`src/rtl/cmos_upload_reader.sv`:
```
// cmos_upload_reader: serves HPS upload reads of the 1024x4 CMOS NVRAM through a
// shared secondary RAM port (request/grant), and tracks CPU writes to raise a
// one-shot autosave request once the CMOS contents have been quiet long enough.
module cmos_upload_reader #(
  parameter int unsigned       ADDR_W      = 10,
  parameter int unsigned       DATA_W      = 4,
  parameter logic [7-DATA_W:0] PAD         = 4'hF,
  parameter int unsigned       GNT_TIMEOUT = 255,
  parameter logic [23:0]       SETTLE      = 24'd6000000
) (
  input  logic              clock_12,
  input  logic              reset_n,
  input  logic              ioctl_upload,
  input  logic              ioctl_rd,
  input  logic [24:0]       ioctl_addr,
  output logic [7:0]        ioctl_din,
  output logic              ioctl_wait,
  output logic              cmos_req,
  input  logic              cmos_gnt,
  output logic [ADDR_W-1:0] cmos_addr,
  input  logic [DATA_W-1:0] cmos_q,
  input  logic              cpu_cmos_we,
  output logic              dirty,
  output logic              autosave_req,
  output logic              rd_timeout
);

  localparam int unsigned       TW        = $clog2(GNT_TIMEOUT + 1);
  localparam logic [TW-1:0]     TMO_LAST  = TW'(GNT_TIMEOUT - 1);
  localparam logic [ADDR_W-1:0] LAST_ADDR = '1;

  typedef enum logic [1:0] {
    ST_IDLE,
    ST_REQ,
    ST_READ,
    ST_DONE
  } state_t;

  state_t            state_q, state_d;
  logic [7:0]        din_q, din_d;
  logic              wait_q, wait_d;
  logic              req_q, req_d;
  logic [ADDR_W-1:0] addr_q, addr_d;
  logic [TW-1:0]     tmo_q, tmo_d;
  logic              tmo_flag_q, tmo_flag_d;
  logic              dirty_q, dirty_d;
  logic [23:0]       settle_q, settle_d;
  logic              autosave_q, autosave_d;
  logic              read_done;

  // Only the low address bits select a CMOS nibble; the rest of the byte address is ignored.
  logic addr_hi_unused;
  assign addr_hi_unused = ^ioctl_addr[24:ADDR_W];

  // Read sequencer: accept a read, win the shared port, capture the nibble, release the HPS.
  always_comb begin
    state_d    = state_q;
    din_d      = din_q;
    wait_d     = wait_q;
    req_d      = req_q;
    addr_d     = addr_q;
    tmo_d      = tmo_q;
    tmo_flag_d = tmo_flag_q;
    read_done  = 1'b0;
    case (state_q)
      ST_IDLE: begin
        if (ioctl_rd && ioctl_upload) begin
          addr_d  = ioctl_addr[ADDR_W-1:0];
          req_d   = 1'b1;
          wait_d  = 1'b1;
          tmo_d   = '0;
          state_d = ST_REQ;
        end
      end
      ST_REQ: begin
        if (!ioctl_upload) begin
          req_d   = 1'b0;
          state_d = ST_DONE;
        end else if (cmos_gnt) begin
          state_d = ST_READ;
        end else if (tmo_q == TMO_LAST) begin
          din_d      = {PAD, {DATA_W{1'b1}}};
          tmo_flag_d = 1'b1;
          req_d      = 1'b0;
          state_d    = ST_DONE;
        end else begin
          tmo_d = tmo_q + 1'b1;
        end
      end
      ST_READ: begin
        req_d   = 1'b0;
        state_d = ST_DONE;
        if (ioctl_upload) begin
          din_d     = {PAD, cmos_q};
          read_done = 1'b1;
        end
      end
      ST_DONE: begin
        wait_d  = 1'b0;
        state_d = ST_IDLE;
      end
      default: state_d = ST_IDLE;
    endcase
  end

  // Dirty tracking and write-settle timer; a CPU write always wins over the upload clear.
  always_comb begin
    dirty_d    = dirty_q;
    settle_d   = settle_q;
    autosave_d = 1'b0;
    if (cpu_cmos_we) begin
      dirty_d  = 1'b1;
      settle_d = '0;
    end else if (read_done && (addr_q == LAST_ADDR)) begin
      dirty_d  = 1'b0;
      settle_d = '0;
    end else if (dirty_q && !ioctl_upload && (settle_q != SETTLE)) begin
      settle_d = settle_q + 24'd1;
      if (settle_q == (SETTLE - 24'd1)) begin
        autosave_d = 1'b1;
      end
    end
  end

  // State and output registers with asynchronous active-low reset.
  always_ff @(posedge clock_12 or negedge reset_n) begin
    if (!reset_n) begin
      state_q    <= ST_IDLE;
      din_q      <= '0;
      wait_q     <= 1'b0;
      req_q      <= 1'b0;
      addr_q     <= '0;
      tmo_q      <= '0;
      tmo_flag_q <= 1'b0;
      dirty_q    <= 1'b0;
      settle_q   <= '0;
      autosave_q <= 1'b0;
    end else begin
      state_q    <= state_d;
      din_q      <= din_d;
      wait_q     <= wait_d;
      req_q      <= req_d;
      addr_q     <= addr_d;
      tmo_q      <= tmo_d;
      tmo_flag_q <= tmo_flag_d;
      dirty_q    <= dirty_d;
      settle_q   <= settle_d;
      autosave_q <= autosave_d;
    end
  end

  assign ioctl_din    = din_q;
  assign ioctl_wait   = wait_q;
  assign cmos_req     = req_q;
  assign cmos_addr    = addr_q;
  assign dirty        = dirty_q;
  assign autosave_req = autosave_q;
  assign rd_timeout   = tmo_flag_q;

endmodule
```
`config.mk`:
```
export PLATFORM = sky130hd
export DESIGN_NAME = cmos_upload_reader
export DESIGN_NICKNAME = d
export VERILOG_FILES = /design/src/rtl/cmos_upload_reader.sv
export SDC_FILE = /design/constraint.sdc
export NUM_CORES = 1
export LEC_CHECK = 0
export ABC_AREA = 0
export BUFFER_PORTS_ARGS = -buffer_cell sky130_fd_sc_hd__clkbuf_2
export CORE_MARGIN = 8
export CORE_UTILIZATION = 50
export CTS_CLUSTER_DIAMETER = 100
export DETAILED_ROUTE_END_ITERATION = 7
export PLACE_DENSITY = 0.75
export SLEW_MARGIN = 20
export SYNTH_ARGS = -nofsm -noshare
export SYNTH_HDL_FRONTEND = slang
export SYNTH_SLANG_ARGS = --single-unit
export TNS_END_PERCENT = 10
```
`constraint.sdc`:
```
create_clock -name clock_12 -period 2.5 [get_ports clock_12]
set_clock_uncertainty 0.1 [all_clocks]
set_input_delay 0.375 -clock clock_12 [delete_from_list [all_inputs] [get_ports clock_12]]
set_output_delay 0.375 -clock clock_12 [all_outputs]
set_load 0.02 [all_outputs]
```
* Word-level counts from Yosys, hierarchy flattened
Cells that the tools add are included.
Word-level totals: register bits 57, bits of input ports 35, output and inout bits 23, word-level logic and storage cells 80
Cells by class: add/sub/neg operators 2, equal/unequal tests 16, mux-type cells 32, bitwise operators 1, reduce and logical (&&, ||, !) cells 19
Operators with widths (count):
- 24-bit two-way mux | 3
- 8-bit two-way mux | 8
- 8-bit one-hot mux with 2 select lines | 2
- 24-bit by 1-bit adder with 24-bit output, second input constant | 1
- 24-bit by 23-bit equality test with 1-bit output, second input constant | 1
- 24-bit by 23-bit inequality test with 1-bit output, second input constant | 1
- 1-bit two-way mux | 12
- 2-bit inequality test, second input constant | 6
- 10-bit equality test, second input constant | 1
- 5-bit AND reduction | 2
- 8-bit by 1-bit adder with 8-bit output, second input constant | 1
- 8-bit equality test, second input constant | 1
- 2-bit two-way mux | 4
- 2-bit one-hot mux with 4 select lines | 1
- 4-bit AND reduction | 2
- 2-bit nonzero test | 4
- 3-bit inequality test, second input constant | 2
- 2-bit AND reduction | 3
- 3-bit nonzero test | 2
- 2-bit equality test, second input constant | 2
- 1-bit logical AND | 4
- 4-bit inequality test, second input constant | 1
- 1-bit one-hot mux with 3 select lines | 1
- 2-bit by 1-bit equality test with 1-bit output, second input constant | 1
- 4 further kinds | 4

* Longest topological paths before layout
Gate-level depths: netlist of run 1.
word-level depth 6, mapped depth 7, mapped depth without buffers 6

* Least setup slack after synthesis of run 1
No wires, ideal clock.
kind flip-flop to flip-flop, start point register settle_q[0], end point register settle_q[22], setup time 78 ps, data arrival time 1799 ps, required time 2322 ps, path slack 523 ps, cell stages (with the launch flop) 7, period minus slack after synthesis 1977 ps, path through dfrtp_1 ha_1 nand4_2 or3_4 buf_6 or4_1 a21oi_1
Between the ends: cells in the longest elaborated chain, start to end 4, elaborated cells on any way between the ends 7, those cells by class add/sub: 1; eq/ne: 1; mux: 3; reduce/logical: 2
Ends and longest elaborated chain:
- start: declaration | RTL line 47 | logic [23:0] settle_q, settle_d;
- start signal: assignment | RTL line 147 | settle_q <= settle_d;
- 24-bit by 1-bit adder with 24-bit output | RTL line 118 | settle_d = settle_q + 24'd1;
- 24-bit two-way mux | RTL line 117 | end else if (dirty_q && !ioctl_upload && (settle_q != SETTLE)) begin
- 24-bit two-way mux | RTL line 114 | end else if (read_done && (addr_q == LAST_ADDR)) begin
- 24-bit two-way mux | RTL line 111 | if (cpu_cmos_we) begin
Parallel ways exist; a longest one is shown, timed or not. The select of a mux whose other input is x is not followed. A chain may end at the register's enable or synchronous reset.

* Final worst setup path of run 1
start point register state_q[0], end point register tmo_q[7]
Between the ends: cells in the longest elaborated chain, start to end 3, elaborated cells on any way between the ends 9, those cells by class eq/ne: 5; mux: 1; reduce/logical: 3
Ends and longest elaborated chain:
- start: declaration | RTL line 39 | state_t state_q, state_d;
- start signal: assignment | RTL line 139 | state_q <= state_d;
- 2-bit by 1-bit equality test with 1-bit output or 2-bit logical NOT (tied branches) | RTL line 65 | case (state_q)
- 2-bit inequality test (no source line) or 2-bit nonzero test (tied branches)
- 5-bit AND reduction (no source line)
- end signal: assignment | RTL line 144 | tmo_q <= tmo_d;
- end: declaration | RTL line 44 | logic [TW-1:0] tmo_q, tmo_d;
Parallel ways exist; a longest one is shown, timed or not.

==> results of run 1 <==
## worst max path at each step
stage	from	endpoint	cells past startpoint
after floorplan	settle_q[0]	settle_q[22]	6
after global placement	ioctl_upload	settle_q[20]	5
after detailed placement	ioctl_upload	settle_q[20]	5
after CTS	state_q[0]	tmo_q[7]	6
after global routing	settle_q[8]	autosave_req	4
final	state_q[0]	tmo_q[7]	6
## cells in the mapped netlist (2+ instances only)
| library cell | n | area, µm² |
|---|---|---|
| and3_1 | 6 | 37.5 |
| nand2_1 | 20 | 75.1 |
| and2_1 | 2 | 12.5 |
| clkbuf_1 | 6 | 22.5 |
| xor2_1 | 3 | 26.3 |
| a31oi_1 | 2 | 12.5 |
| mux2_2 | 11 | 124 |
| nor3_1 | 6 | 30.0 |
| mux2i_1 | 5 | 50.1 |
| buf_4 | 3 | 22.5 |
| o21ai_0 | 11 | 55.1 |
| and4_1 | 7 | 61.3 |
| nand3_1 | 15 | 75.1 |
| nor4bb_1 | 2 | 20.0 |
| nor2_1 | 14 | 52.6 |
| dfrtp_1 | 54 | 1350 |
| xnor2_1 | 5 | 43.8 |
| nand4b_1 | 2 | 17.5 |
| ha_1 | 8 | 100 |
| o211ai_1 | 4 | 30.0 |
| inv_1 | 13 | 48.8 |
| nand2b_1 | 6 | 37.5 |
| a211o_1 | 3 | 26.3 |
| a21boi_0 | 2 | 15.0 |
| nor4_1 | 4 | 25.0 |
| o31ai_1 | 8 | 60.1 |
| a21oi_1 | 24 | 120 |
| a21o_1 | 3 | 22.5 |
| or4_1 | 7 | 52.6 |
| or3_1 | 6 | 37.5 |
| nand4_1 | 5 | 31.3 |
## where the power goes
group          total (mW)  internal (mW)  switching [mW]  leakage, nW
clock network       0.530          0.229           0.301       0.0478
registers            1.19           1.04           0.147        0.693
logic               0.896          0.357           0.539        0.693
## metrics by stage
step | hold WS [ps] | setup WS [ps] | util [%] | total power [mW]
floorplan | -20.6 | 523 | - | 1.78
global placement | 339 | 386 | 57.3 | 2.06
detailed placement | 354 | 350 | 57.3 | 2.09
CTS | 14.4 | 401 | 59.1 | 2.63
global route | 53.5 | 232 | 59.1 | 2.78
finish | 2.71 | 417 | 59.1 | 2.61
## logic make-up after synthesis
group,synth area share (%)
xor+xnor,2.45
mux,6.09
simple gates,22.9
compound gates,13.9
fa+ha+maj,3.50
flops,47.3
buf+inv,3.81
## flip-flops by register name, summed over array words and instances (netlist names)
register,count
autosave_req,1
cmos_addr,10
cmos_req,1
dirty,1
ioctl_din,5
ioctl_wait,1
rd_timeout,1
settle_q,24
state_q,2
tmo_q,8
## worst register-to-register path: cells and delay by family, from the launching register on
family	cells	cell delay [ps]
adder cells (fa/ha/maj)	1	270
AO/OA/AOI/OAI	3	630
buffers and inverters	1	100
flip-flops	1	400
AND/OR/NAND/NOR	1	500
## layout make-up
class | instances | area [µm²]
Tap cell | 72 | 90.1
Fill cell | 479 | 2250
Clock buffer | 6 | 82.6
Sequential cell | 54 | 1350
Multi-Input combinational cell | 207 | 1400
Clock inverter | 2 | 16.3
Timing Repair Buffer | 50 | 270
Inverter | 13 | 48.8
## routing by layer
layer | up-vias | share of wire [%]
li1 | 1139 | -
met1 | 1084 | 46
met2 | 47 | 48
met3 | 8 | 4.9
met4 | 0 | 1.4
met5 | - | 0
==> results.md, run 1 <==
* Status: complete, no violations
* Non-filler cells, final at 404
* Cell chain of the critical path: inv_1, ha_1, a21bo_2, o211ai_1, or4_1, a21boi_0
* Core Region at 0.00551 mm²
* Worst r2r src: state_q[0]
* Io pins at 58
* GRT met2 Usage at 26.1%
* Initial antenna violation count at 0
* Die height at 91.6 µm
* CTS Sinks at 54
* CP Data Arrival Time at 2220 ps
* Cell count after placement at 396
* Port Buffers at 42
* PwrDens at 802 mW/mm²
* Vias in the first global route at 2387
* Die W at 91.6 µm
* Async SR Flop Fraction at 100%
* Vias per cell at 5.64
* Leak Pwr at 1.43 nW
* Worst hold path class: in -> async
* Largest net degree at the start of global routing at 29
* Buffer and inverter count on the worst path at 1
* Met3 Use GR at 4.44%
* Met1 GRT Util at 19.7%
* Mapped cell area at 0.00286 mm²
* CTS Buf Count at 5
* Post-DP HPWL at 4500 µm
* Sequential fraction of the synthesis area at 47.3%
* Cell family with most CP delay: compound AO/OA/AOI/OAI gates
* Tmin final at 2080 ps
* Post-synth EDFFs at 0
* Hold_buf cts at 0
* Die area at 0.00839 mm²
* Worst path slowest cell: or4_1
* Synthesized instance count at 285
* Worst Tran Pin Value at 734 ps
* # DRC at 0
* R2R cell count at 6
* Total gr overflow at 0
* WS Path Type: reg -> reg
* RR Endpoint: tmo_q[7]
* Max rail drop VDD at 0.000636 V
* Share of cells above drive strength 1 at 22.9%
* Critical path capture point type: register
* Total track usage at 16.0%
* CTS tree: yes
* Seq cells post-synth at 54
* Busiest grt layer: met2
* Syn-to-layout area delta at 14.0%
* Post-CTS setup repair buffer count at 0
* Tcrit/Tclk final at 83.3%
* H-tree depth at 2
* Setup crit start kind: register
* Worst Path Max Fanout at 6
* Routability cong. at 0.847
* Antenna Nets Post-Route at 0
* Clock root buffer: clkbuf_8
* Clock-pin slew on the worst setup and hold paths at 100 ps
* Post-synth top flop: dfrtp_1
* CTS Buffer Depth at 2
* Slowest stage delay, CP at 500 ps
* Clock latency on the worst-skew pair at 320 ps
* Post-synthesis area per instance at 10.0 µm²
* First-pass GRT wire length at 11100 µm
* Final setup vio count at 0
* Iteration-0 DRC Markers at 123
* Initial cell density of the core at 51.9%
* Row cnt at 27
* Max Cap Viol at 0
* Reg2reg setup slack at 420 ps
* Final Max Slew Viols at 0
* # nets final at 374
* Count of cell types in the netlist at 49
* DP Area at 0.00316 mm²
* Final Hold Fails at 0
* Post-route cell area at 0.00326 mm²
* Routed WL per cell at 15.2 µm
* Syn nets at 328
* Resized cells post-CTS at 0
* Highest clock rate at 480 MHz
* Synth warn at 0
* N_diodes at 0
* Setup TNS at 0 ps
* RSZ-0062 raised after global routing: false
* Highest-count cells in the layout ignoring fill and taps: dfrtp_1, clkbuf_2, a21oi_1
* DR pass1 iterations at 4
* Max transition margin at 51.0%
* Overall routed net length at 6140 µm
* WP data required at 2640 ps
* Vias at 2278
* Leading cell type in the layout, fill and taps excluded: dfrtp_1
No activity file was read; power rests on OpenSTA's default activity.
==> inputs of run 2 (changes only) <==
--- a/config.mk
+++ b/config.mk
@@ -8,10 +8,10 @@
 export ABC_AREA = 0
 export BUFFER_PORTS_ARGS = -buffer_cell sky130_fd_sc_hd__clkbuf_2
 export CORE_MARGIN = 8
-export CORE_UTILIZATION = 50
+export CORE_UTILIZATION = 49
 export CTS_CLUSTER_DIAMETER = 100
 export DETAILED_ROUTE_END_ITERATION = 7
-export PLACE_DENSITY = 0.75
+export PLACE_DENSITY = 0.76
 export SLEW_MARGIN = 20
 export SYNTH_ARGS = -nofsm -noshare
 export SYNTH_HDL_FRONTEND = slang
==> constraint.sdc (replaced) <==
create_clock -name clock_12 -period 1.8 [get_ports clock_12]
set_clock_uncertainty 0.1 [all_clocks]
set_input_delay 0.27 -clock clock_12 [delete_from_list [all_inputs] [get_ports clock_12]]
set_output_delay 0.27 -clock clock_12 [all_outputs]
set_load 0.02 [all_outputs]
==> run 2 against run 1 <==
  * The flow now finishes with violations (negative setup slack)
  * Global-route usage is 0.43 points higher
  * Count of clock-buffer cells in the layout is 1 higher
  * Die area is 1.7% higher
  * Non-clock buffer count is 46 higher
  * Routed wire length is 15% higher
  * Sequential share of layout area is 5.8 points lower
  * Utilization is 6.4 points higher
  * Cell area is 16% higher
  * Sequential power is 35% higher
  * Final cell count is 12% higher
==> results.md, run 2 (synthesis gave the netlist of run 1 again) <==
* Clock root buffer: clkbuf_8 (unchanged)
* Status: finished, violations left (was complete, no violations)
* Setup crit start kind: register (unchanged)
* Total gr overflow at 0 (unchanged)
* Largest net degree at the start of global routing at 55 (was 29)
* Max transition margin at 70.6% (was 51.0%)
* DR pass1 iterations at 4 (unchanged)
* Syn-to-layout area delta at 32.6% (was 14.0%)
* Die W at 92.4 µm (was 91.6 µm)
* Die height at 92.4 µm (was 91.6 µm)
* Routed WL per cell at 15.6 µm (was 15.2 µm)
* PwrDens at 1050 mW/mm² (was 802 mW/mm²)
* RSZ-0062 raised after global routing: true (was false)
* Highest clock rate at 534 MHz (was 480 MHz)
* Max Cap Viol at 0 (unchanged)
* Buffer and inverter count on the worst path at 0 (was 1)
* Worst Path Max Fanout at 9 (was 6)
* Iteration-0 DRC Markers at 131 (was 123)
* N_diodes at 0 (unchanged)
* CTS Buf Count at 5 (unchanged)
* Leak Pwr at 1.70 nW (was 1.43 nW)
* Core Region at 0.00578 mm² (was 0.00551 mm²)
* Final Hold Fails at 0 (unchanged)
* Worst path slowest cell: or4_1 (unchanged)
* Largest register by flop count: settle_q (unchanged)
* First-pass GRT wire length at 11700 µm (was 11100 µm)
* Tcrit/Tclk final at 104% (was 83.3%)
* Final Max Slew Viols at 0 (unchanged)
* Die area at 0.00853 mm² (was 0.00839 mm²)
* WS Path Type: reg -> reg (unchanged)
* Io pins at 58 (unchanged)
* Post-route setup slack at -71.5 ps (was 417 ps)
* Overall routed net length at 7060 µm (was 6140 µm)
* Total track usage at 16.4% (was 16.0%)
* Share of cells above drive strength 1 at 38.4% (was 22.9%)
* Leading cell type in the layout, fill and taps excluded: dfrtp_1 (unchanged)
* Clock latency on the worst-skew pair at 300 ps (was 320 ps)
* Slowest stage delay, CP at 490 ps (was 500 ps)
* Final setup vio count at 9 (was 0)
* # nets final at 420 (was 374)
* Post-route cell area at 0.00379 mm² (was 0.00326 mm²)
* Vias at 2557 (was 2278)
* Vias per cell at 5.64 (about the same)
* Post-DP HPWL at 5100 µm (was 4500 µm)
* # DRC at 0 (unchanged)
* Clock-pin slew on the worst setup and hold paths at 100 ps (about the same)
* Antenna Nets Post-Route at 0 (unchanged)
* CP Data Arrival Time at 2000 ps (was 2220 ps)
* Cell chain of the critical path: ha_4, nand4_4, or3_4, or4_1, a21oi_1 (was inv_1, ha_1, a21bo_2, o211ai_1, or4_1, a21boi_0)
* CTS tree: yes (unchanged)
* Vias in the first global route at 2598 (was 2387)
* Critical path capture point type: register (unchanged)
* Row cnt at 28 (was 27)
* H-tree depth at 2 (unchanged)
* DP Area at 0.00351 mm² (was 0.00316 mm²)
* Worst Tran Pin Value at 434 ps (was 734 ps)
* Highest-count cells in the layout ignoring fill and taps: dfrtp_1, buf_4, clkbuf_2 (was dfrtp_1, clkbuf_2, a21oi_1)
* Worst hold path class: in -> reg (was in -> async)
* Failing checks: negative setup slack
* Setup TNS at -331 ps (was 0 ps)
* CTS Buffer Depth at 2 (unchanged)
* Tmin final at 1870 ps (was 2080 ps)
* Max reg flops at 24 (unchanged)
* Port Buffers at 42 (unchanged)
* Routability cong. at 0.842 (was 0.847)
* Max rail drop VDD at 0.00116 V (was 0.000636 V)
* Initial antenna violation count at 0 (unchanged)
* Initial cell density of the core at 49.4% (was 51.9%)
* WP data required at 1930 ps (was 2640 ps)
* Cell family with most CP delay: simple AND/OR/NAND/NOR gates (was compound AO/OA/AOI/OAI gates)
* CTS Sinks at 54 (unchanged)
* Final core occ at 65.5% (was 59.1%)
[run 2: changes by cell type in the layout (fill, tap and decap cells not counted), moves of 3 or more]
cell / delta
and4_1: -3
a21oi_2: +4
ha_4: +3
a21oi_1: -4
buf_4: +41
ha_1: -4
[run 2: through the flow]
stage	worst slack (ps)	hold WS, ps	power, mW	std cells
3_5_place_dp	-162	189	3.14	441
4_1_cts	-93.3	81.3	3.85	451
2_1_floorplan	-109	-126	2.47	285
3_3_place_gp	-146	193	3.08	441
6_report	-71.5	94.9	3.98	453
5_1_grt	-146	77.8	4.23	453
[run 2: worst paths after layout]
kind / from / endpoint / slack, ps / cells after the start
min in group asynchronous: reset_n / settle_q[17] / 380 / 3
worst min register to register: rd_timeout / rd_timeout / 360 / 1
worst max register to register: settle_q[1] / settle_q[20] / -70 / 5
max in group asynchronous: reset_n / cmos_req / 960 / 3
worst max-delay path: settle_q[1] / settle_q[20] / -70 / 5
worst min-delay path: ioctl_addr[0] / cmos_addr[0] / 90 / 2
[run 2: report_power, final]
group / leakage, nW / total [mW] / internal (mW) / switching (mW)
Combinational: 0.965 / 1.67 / 0.764 / 0.908
Sequential: 0.691 / 1.61 / 1.44 / 0.162
Clock: 0.0482 / 0.698 / 0.312 / 0.387
[run 2: layout make-up]
| class | count | area, µm² |
|---|---|---|
| Fill cell | 472 | 1990 |
| Multi-Input combinational cell | 207 | 1550 |
| Sequential cell | 54 | 1350 |
| Timing Repair Buffer | 96 | 651 |
| Tap cell | 75 | 93.8 |
| Clock buffer | 7 | 86.3 |
| Inverter | 13 | 48.8 |
| Clock inverter | 1 | 5.00 |
[run 2: metal layers]
layer | vias to the layer above | wire (µm) | global-route usage [%]
met4 | 0 | 97 | 5.50
met2 | 52 | 3710 | 29.0
met5 | - | 0 | 0
met3 | 8 | 273 | 4.05
met1 | 1260 | 2980 | 19.0
li1 | 1237 | - | -
[run 2: worst reg2reg max path, cell delays in order, from the launching register on]
cell and delay [ps]:
dfrtp_1 400, ha_4 170, nand4_4 80, or3_4 400, or4_1 490, a21oi_1 150
[run 2: what timing repair did]
item                                    CTS  global route
resized for setup                        12            23
pin swaps                                 4             9
setup buffers                             1             2
endpoints found under the setup margin   16            35
endpoints found under the hold margin    54             0
hold buffers                              1             0
